===== src/rtl/seq_subtractor_32.sv =====
// -----------------------------------------------------------------------------
// seq_subtractor_32
//
// Purpose:
//    Multi-cycle subtractor. Computes diff = a - b as a + ~b + 1 by reusing a
//    single SLICE-wide ripple-carry adder over WIDTH/SLICE cycles. The least
//    significant slice is processed first. The carry is kept in a register
//    between cycles. Operands enter through a valid/ready handshake. The
//    result leaves through a second valid/ready handshake. This gives up
//    latency to save area compared with a full-width combinational adder.
//
// Ports:
//    clk        in   1      single clock, all state on rising edge
//    rst_n      in   1      asynchronous active-low reset (sync release upstream)
//    in_valid   in   1      operands a, b valid
//    in_ready   out  1      block can accept operands (high only when idle)
//    a          in   WIDTH  minuend (unsigned or two's complement)
//    b          in   WIDTH  subtrahend
//    out_valid  out  1      diff/borrow valid
//    out_ready  in   1      consumer accepts result
//    diff       out  WIDTH  a - b modulo 2^WIDTH
//    borrow     out  1      1 when unsigned a < b (inverted final carry)
//    overflow   out  1      signed overflow of a - b (only with SUB_OVERFLOW_FLAG_EN)
//
// Configuration macro:
//    SUB_OVERFLOW_FLAG_EN  - when defined, adds the 'overflow' output port and
//                            its register; otherwise neither exists.
//
// Parameters:
//    WIDTH  operand/result width, must be an integer multiple of SLICE
//    SLICE  bits processed per cycle
// -----------------------------------------------------------------------------
module seq_subtractor_32 #(
   parameter int WIDTH = 32,
   parameter int SLICE = 8
) (
   input  logic             clk,
   input  logic             rst_n,
   input  logic             in_valid,
   output logic             in_ready,
   input  logic [WIDTH-1:0] a,
   input  logic [WIDTH-1:0] b,
   output logic             out_valid,
   input  logic             out_ready,
   output logic [WIDTH-1:0] diff,
   output logic             borrow
`ifdef SUB_OVERFLOW_FLAG_EN
   ,
   output logic             overflow
`endif
);

   localparam int NSLICE = WIDTH / SLICE;
   localparam int IDX_W  = (NSLICE > 1) ? $clog2(NSLICE) : 1;

   localparam logic [1:0] S_IDLE = 2'b00;
   localparam logic [1:0] S_CALC = 2'b01;
   localparam logic [1:0] S_DONE = 2'b10;

   localparam logic [IDX_W-1:0] LAST_IDX = IDX_W'(NSLICE - 1);
   localparam logic [IDX_W-1:0] IDX_ONE  = IDX_W'(1);

   // One slice of the ripple-carry adder. Bit SLICE of the result is the carry-out.
   function automatic logic [SLICE:0] slice_add(
      input logic [SLICE-1:0] x,
      input logic [SLICE-1:0] y,
      input logic             cin
   );
      logic [SLICE:0] s;
      s = {1'b0, x} + {1'b0, y} + {{SLICE{1'b0}}, cin};
      return s;
   endfunction

   logic [1:0]       state_q,     state_d;
   logic [WIDTH-1:0] a_q,         a_d;
   logic [WIDTH-1:0] nb_q,        nb_d;      // subtrahend stored already inverted
   logic [WIDTH-1:0] diff_q,      diff_d;
   logic             carry_q,     carry_d;
   logic [IDX_W-1:0] idx_q,       idx_d;
   logic             borrow_q,    borrow_d;
   logic             in_ready_q,  in_ready_d;
   logic             out_valid_q, out_valid_d;
`ifdef SUB_OVERFLOW_FLAG_EN
   logic             overflow_q,  overflow_d;
`endif

   logic [SLICE-1:0] a_slice_s;
   logic [SLICE-1:0] nb_slice_s;
   logic [SLICE:0]   sum_s;
   logic             last_slice_s;

   // Select the operand slices for the current index and add them with the running carry.
   always_comb begin
      a_slice_s    = a_q[idx_q*SLICE +: SLICE];
      nb_slice_s   = nb_q[idx_q*SLICE +: SLICE];
      sum_s        = slice_add(a_slice_s, nb_slice_s, carry_q);
      last_slice_s = (idx_q == LAST_IDX);
   end

   // Next-state logic for the FSM and datapath registers.
   always_comb begin
      state_d  = state_q;
      a_d      = a_q;
      nb_d     = nb_q;
      diff_d   = diff_q;
      carry_d  = carry_q;
      idx_d    = idx_q;
      borrow_d = borrow_q;
`ifdef SUB_OVERFLOW_FLAG_EN
      overflow_d = overflow_q;
`endif

      case (state_q)
         S_IDLE: begin
            if (in_valid && in_ready_q) begin
               a_d     = a;
               nb_d    = ~b;
               // A carry-in of 1 supplies the +1 of the two's complement.
               carry_d = 1'b1;
               idx_d   = '0;
               state_d = S_CALC;
            end else begin
               state_d = S_IDLE;
            end
         end

         S_CALC: begin
            diff_d[idx_q*SLICE +: SLICE] = sum_s[SLICE-1:0];
            carry_d = sum_s[SLICE];
            if (last_slice_s) begin
               // A final carry-out of 0 means a < b when both are read as unsigned.
               borrow_d = ~sum_s[SLICE];
`ifdef SUB_OVERFLOW_FLAG_EN
               // The signs of a and b differ exactly when a[msb] equals ~b[msb].
               // Overflow occurs if the result sign then differs from a's sign.
               overflow_d = (a_q[WIDTH-1] == nb_q[WIDTH-1]) &&
                            (sum_s[SLICE-1] != a_q[WIDTH-1]);
`endif
               idx_d    = '0;
               state_d  = S_DONE;
            end else begin
               idx_d    = idx_q + IDX_ONE;
               state_d  = S_CALC;
            end
         end

         S_DONE: begin
            if (out_ready) begin
               state_d = S_IDLE;
            end else begin
               state_d = S_DONE;
            end
         end

         default: begin
            state_d = S_IDLE;
         end
      endcase

      // Handshake flags are decoded from the next state so that they are registered outputs.
      in_ready_d  = (state_d == S_IDLE);
      out_valid_d = (state_d == S_DONE);
   end

   // State and datapath registers, cleared by the asynchronous reset.
   always_ff @(posedge clk or negedge rst_n) begin
      if (!rst_n) begin
         state_q     <= S_IDLE;
         a_q         <= '0;
         nb_q        <= '0;
         diff_q      <= '0;
         carry_q     <= 1'b0;
         idx_q       <= '0;
         borrow_q    <= 1'b0;
         in_ready_q  <= 1'b1;
         out_valid_q <= 1'b0;
`ifdef SUB_OVERFLOW_FLAG_EN
         overflow_q  <= 1'b0;
`endif
      end else begin
         state_q     <= state_d;
         a_q         <= a_d;
         nb_q        <= nb_d;
         diff_q      <= diff_d;
         carry_q     <= carry_d;
         idx_q       <= idx_d;
         borrow_q    <= borrow_d;
         in_ready_q  <= in_ready_d;
         out_valid_q <= out_valid_d;
`ifdef SUB_OVERFLOW_FLAG_EN
         overflow_q  <= overflow_d;
`endif
      end
   end

   assign in_ready  = in_ready_q;
   assign out_valid = out_valid_q;
   assign diff      = diff_q;
   assign borrow    = borrow_q;
`ifdef SUB_OVERFLOW_FLAG_EN
   assign overflow  = overflow_q;
`endif

endmodule


===== config.mk =====
export PLATFORM = sky130hd
export DESIGN_NAME = seq_subtractor_32
export DESIGN_NICKNAME = d
export VERILOG_FILES = /design/src/rtl/seq_subtractor_32.sv
export SDC_FILE = /design/constraint.sdc
export NUM_CORES = 1
export LEC_CHECK = 0
export ABC_CLOCK_PERIOD_IN_PS = 3500
export CORE_MARGIN = 4
export CORE_UTILIZATION = 35
export CTS_CLUSTER_DIAMETER = 100
export CTS_CLUSTER_SIZE = 16
export DETAILED_ROUTE_END_ITERATION = 10
export GPL_TIMING_DRIVEN = 1
export SETUP_SLACK_MARGIN = 0.15
export SYNTH_ARGS = -nofsm -noshare
export SYNTH_HDL_FRONTEND = slang
export SYNTH_SLANG_ARGS = --single-unit

===== constraint.sdc =====
create_clock -name clk -period 3.5 [get_ports clk]
set_clock_uncertainty 0.1 [all_clocks]
set_input_delay 0.7 -clock clk [delete_from_list [all_inputs] [get_ports clk]]
set_output_delay 0.7 -clock clk [all_outputs]
set_load 0.1 [all_outputs]

* Word-level counts from Yosys, hierarchy flattened
Cells that the tools add are included.
Widths: inputs -> output; s select.
** Storage, ports and cells
- Latch bits :: 0
- Logic and storage cells :: 41
- Output and inout bits :: 35
- Memory bits (read-only) :: 0
- Register bits after elaboration :: 104
- Memory bits (writable) :: 0
- Memories :: 0
- Input port bits :: 68
** Operators by class
- $lt $le $gt $ge :: 0
- Reductions and logical operators :: 7
- Bitwise gates (word level) :: 2
- Multiply operators :: 0
- Div/mod/pow operators :: 0
- Eq/ne operators :: 5
- $add $sub $neg :: 4
- Shift-type cells :: 4
- Multiplexer cells :: 10
** Operators with widths (number)
- $shiftx 32x6->8 :: 2
- $neg 5->34 :: 1
- $shift 8x34->32 const A :: 1
- $shiftx 8x34->32 :: 1
- $bwmux 32 :: 1
- $not 32->32 :: 1
- $add 8x8->9 :: 1
- $add 9x1->9 :: 1
- $mux 2 :: 4
- $eq 2x2->1 const B :: 3
- $pmux 2 s3 :: 1
- $reduce_and 2->1 :: 3
- $logic_not 2->1 :: 2
- $pmux 2 s2 :: 1
- $add 2x1->2 const B :: 1
- $eq 2x1->1 const B :: 1
- $mux 1 :: 2
- $ne 2x2->1 const B :: 1
- $pmux 1 s2 :: 1
- $reduce_bool 2->1 :: 1
- $logic_and 1x1->1 :: 1
- $not 1->1 :: 1

* Depth between registers and ports, before layout
- Depth in word-level cells :: 5
- Mapped depth :: 9
- Depth with buffers taken out :: 7

* Worst setup path after synthesis
OpenSTA, ideal clock, no wires.
- Path kind :: register -> register
- Start :: register idx_q[0]
- End :: register diff_q[14] (netlist: diff[14])
- Data arrival time :: 2.989 ns
- Clock period less this slack :: 3.172 ns
- Path slack :: 0.328 ns
- Buffers on the path :: 1
- Stages on the path, launching flop included :: 9
- Cell sequence :: dfrtp_1 > buf_2 > mux4_2 > fa_1 > fa_1 > a211oi_1 > o21a_1 > o211ai_1 > o21ai_0
** Between the ends
- Word-level cells in the longest chain between the ends :: 5
** Ends and longest elaborated chain
- start: declaration :: line 79 : logic [IDX_W-1:0] idx_q, idx_d;
- start signal: assignment :: line 186 : idx_q <= idx_d;
- $shiftx 32x6->8 (on tied branches) :: line 94, 95
- $add 8x8->9 :: line 70 : s = {1'b0, x} + {1'b0, y} + {{SLICE{1'b0}}, cin};
- $add 9x1->9 :: line 70
- $shiftx 8x34->32 :: line 128 : diff_d[idx_q*SLICE +: SLICE] = sum_s[SLICE-1:0];
- $bwmux 32 * :: line 128
- end signal: assignment :: line 184 : diff_q <= diff_d;
- end: declaration :: line 77 : logic [WIDTH-1:0] diff_q, diff_d;
Every way passes the cells marked *; elsewhere a longest branch is shown, timed or not.
A chain may end at the register's enable or synchronous reset.

* Worst setup path after layout
- Start :: register idx_q[0]
- End :: register diff_q[6] (netlist: diff[6])
Same word-level chain as after synthesis.

==> qor.yml <==
timing:
  hold_violations: 0
  max_slew_margin_pct: 35.76
  period_minus_slack_ns: 2.990
  rsz0062_at_grt: "no"
  min_period_over_period_pct: 85.43
  fmax_ghz: 0.3344
  setup_violations: 0
  worst_pin_slew_ns: 0.9606
  tns_ns: 0
  slew_violations: 0
yosys:
  yosysTopAreaCellShare_pct: 54.69
  ys_types: 49
  synthTopCellsByCount: "dfrtp_1 (103), a21oi_1 (37), nor2_1 (37), mux2_2 (32), a22o_1 (20)"
  ys.flop_type: "dfrtp_1"
  async_flop_share_pct: 100.0
  ys_ff_latch: 104
  synth_edf_count: 0
  yosys.area.top_type: "dfrtp_1"
  netlist_area_sq_um: 4713
  ys_top_cells_by_area: "dfrtp_1 (55%), mux2_2 (7.6%), mux4_2 (7.6%)"
  synth.avg_cell_area_sq_um: 13.09
  synthCells: 360
  synth_most_common_cell: "dfrtp_1"
  syn_nets: 443
  ys_warn_count: 0
  synth_seq_area_share_pct: 55.24
floorplanning:
  die_y_um: 124.0
  die_area_sq_um: 15390
  ios: 103
  rows: 42
  start_util_pct: 35.73
  core_area_sq_um: 13190
  die_w_um: 124.0
placed_design:
  dp_hpwl_um: 8273
  port_buffers: 102
  gp_congestion: 0.8182
grt:
  grt_max_degree: 101
  antenna_found_initial: 0
  gr-total-overflow: 0
  gr-usage-all-layers_pct: 15.30
  grt_pass1_wl_um: 17600
  grt_pass1_vias: 3340
finish:
  seqCellArea_sq_um: 2604
  areaGrowthSynthToFinish_pct: 30.82
  drive_above_1_share_pct: 25.91
  multi_input_area_sq_um: 2006
  nNetsFinal: 545
  fillers: 1232
  diodes: 0
  final_core_util_pct: 46.75
drt:
  first_iter_violations: 204
  ant_nets: 0
  wl_per_cell_um: 17.30
  via_per_inst: 4.972
  drcViolationCount: 0
  vias: 3197
  drtPass1Iterations: 4
  postRouteWirelength_um: 11120
status:
  status: "completed"
setup_path:
  crit_fanout: 4
  arrival_ns: 3.15
  end_kind: "flip-flop"
  crit_family: "adder cells"
  cpMostUsedCell: "fa_1"
  cp_cell_sequence: "mux4_2, fa_1, fa_1, a211oi_1, o21a_1, o211ai_1, o21ai_0"
  startpoint_type: "flip-flop"
  slowest_delay_ns: 0.54
  worst_path_max_delay_cell: "mux4_2"
  cp_data_required_time_ns: 3.66
  critPathBufInv: 0
  setup.worst_path.class: "flip-flop to flip-flop"
clock_network:
  clk_pin_slew_worst_paths_ns: 0.07
  cts_buffers: 9
  cts_setup_buffers: 0
  post_cts_resized: 0
  htreeDepth: 3
  cts_tree: "done"
  hold_buffers: 0
  clock_path_buffers: 2
  cts_sinks: 104
  root_buffer: "clkbuf_16"
  insertion_delay_ns: 0.35
worst_hold_path:
  hold_class: "input port to asynchronous set/reset pin"
run:
  cap_violations: 0
routing by layer:
metal  track usage (%)  wire [um]  vias to the layer above  share of wire [%]
li1                  -          -                     1531                  -
met1             19.57       4952                     1574                 45
met2             25.14       5422                       82                 49
met3             4.450        608                       10                5.5
met4             4.791        138                        0                1.2
met5                 0          0                        -                  0
registers in the layout, indices dropped and copies added (netlist names):
signal	flops
a_q	32
diff	32
nb_q	32
idx_q	2
state_q	2
borrow	1
carry_q	1
in_ready	1
out_valid	1
cell usage in the layout, fill, tap and decap left out, types with 9 or more instances in the layout:
cell             instances
dfrtp_1                103
clkdlybuf4s50_1         67
buf_4                   38
nor2_1                  37
a21oi_1                 37
mux2_2                  32
a22o_1                  20
mux4_2                  16
ha_1                    13
nand2_1                 12
o21ai_0                 11
clkbuf_16                9
area by class of cell:
type                       instances  area share [%]
clock inverter                     5           1.278
clock buffer                      11           3.937
inverter                           5          0.3044
sequential                       104           42.23
multi-input combinational        235           32.53
timing repair buffer             107           16.15
tap                              176           3.571
cell families (layout without fill, tap and decap cells):
kind of cell               Yosys count  after routing  share of synthesized area [%]
and+or+nand+nor                     73             73                          8.415
adders and majority gates           15             15                          4.301
xor gates and xnor gates             3              3                         0.5576
buffers and inverters               21            128                          2.522
muxes                               48             48                          15.29
DFF                                104            104                          55.24
AOI/OAI and AO/OA                   96             96                          13.67
metrics by stage:
stage	instances	worst slack (ns)	hold slack [ns]	cell area, sq um
2_1_floorplan	360	0.3282	0.3044	4713
3_3_place_gp	627	0.5649	0.3748	5844
3_5_place_dp	627	0.5506	0.3812	5844
4_1_cts	643	0.5074	0.2407	6166
5_1_grt	643	0.3566	0.2463	6166
6_report	643	0.5098	0.2235	6166
worst paths after layout:
| check | to | cells past startpoint | slack (ns) | start |
|---|---|---|---|---|
| min in group clk | diff[10]$_DFFE_PN0P_ | 2 | 0.39 | diff[10]$_DFFE_PN0P_ |
| worst min-delay path | a_q[1]$_DFFE_PN0P_ | 1 | 0.22 | rst_n |
| max in group asynchronous | in_ready$_DFF_PN1_ | 2 | 2.32 | rst_n |
| worst min register to register | diff[10]$_DFFE_PN0P_ | 2 | 0.39 | diff[10]$_DFFE_PN0P_ |
| worst max-delay path | diff[6]$_DFFE_PN0P_ | 7 | 0.51 | idx_q[0]$_DFFE_PN0P_ |
| worst max register to register | diff[6]$_DFFE_PN0P_ | 7 | 0.51 | idx_q[0]$_DFFE_PN0P_ |
Power is left out: the tool's default activity adds up to more than one toggle a clock period on the data nets, which glitch-free logic cannot reach.
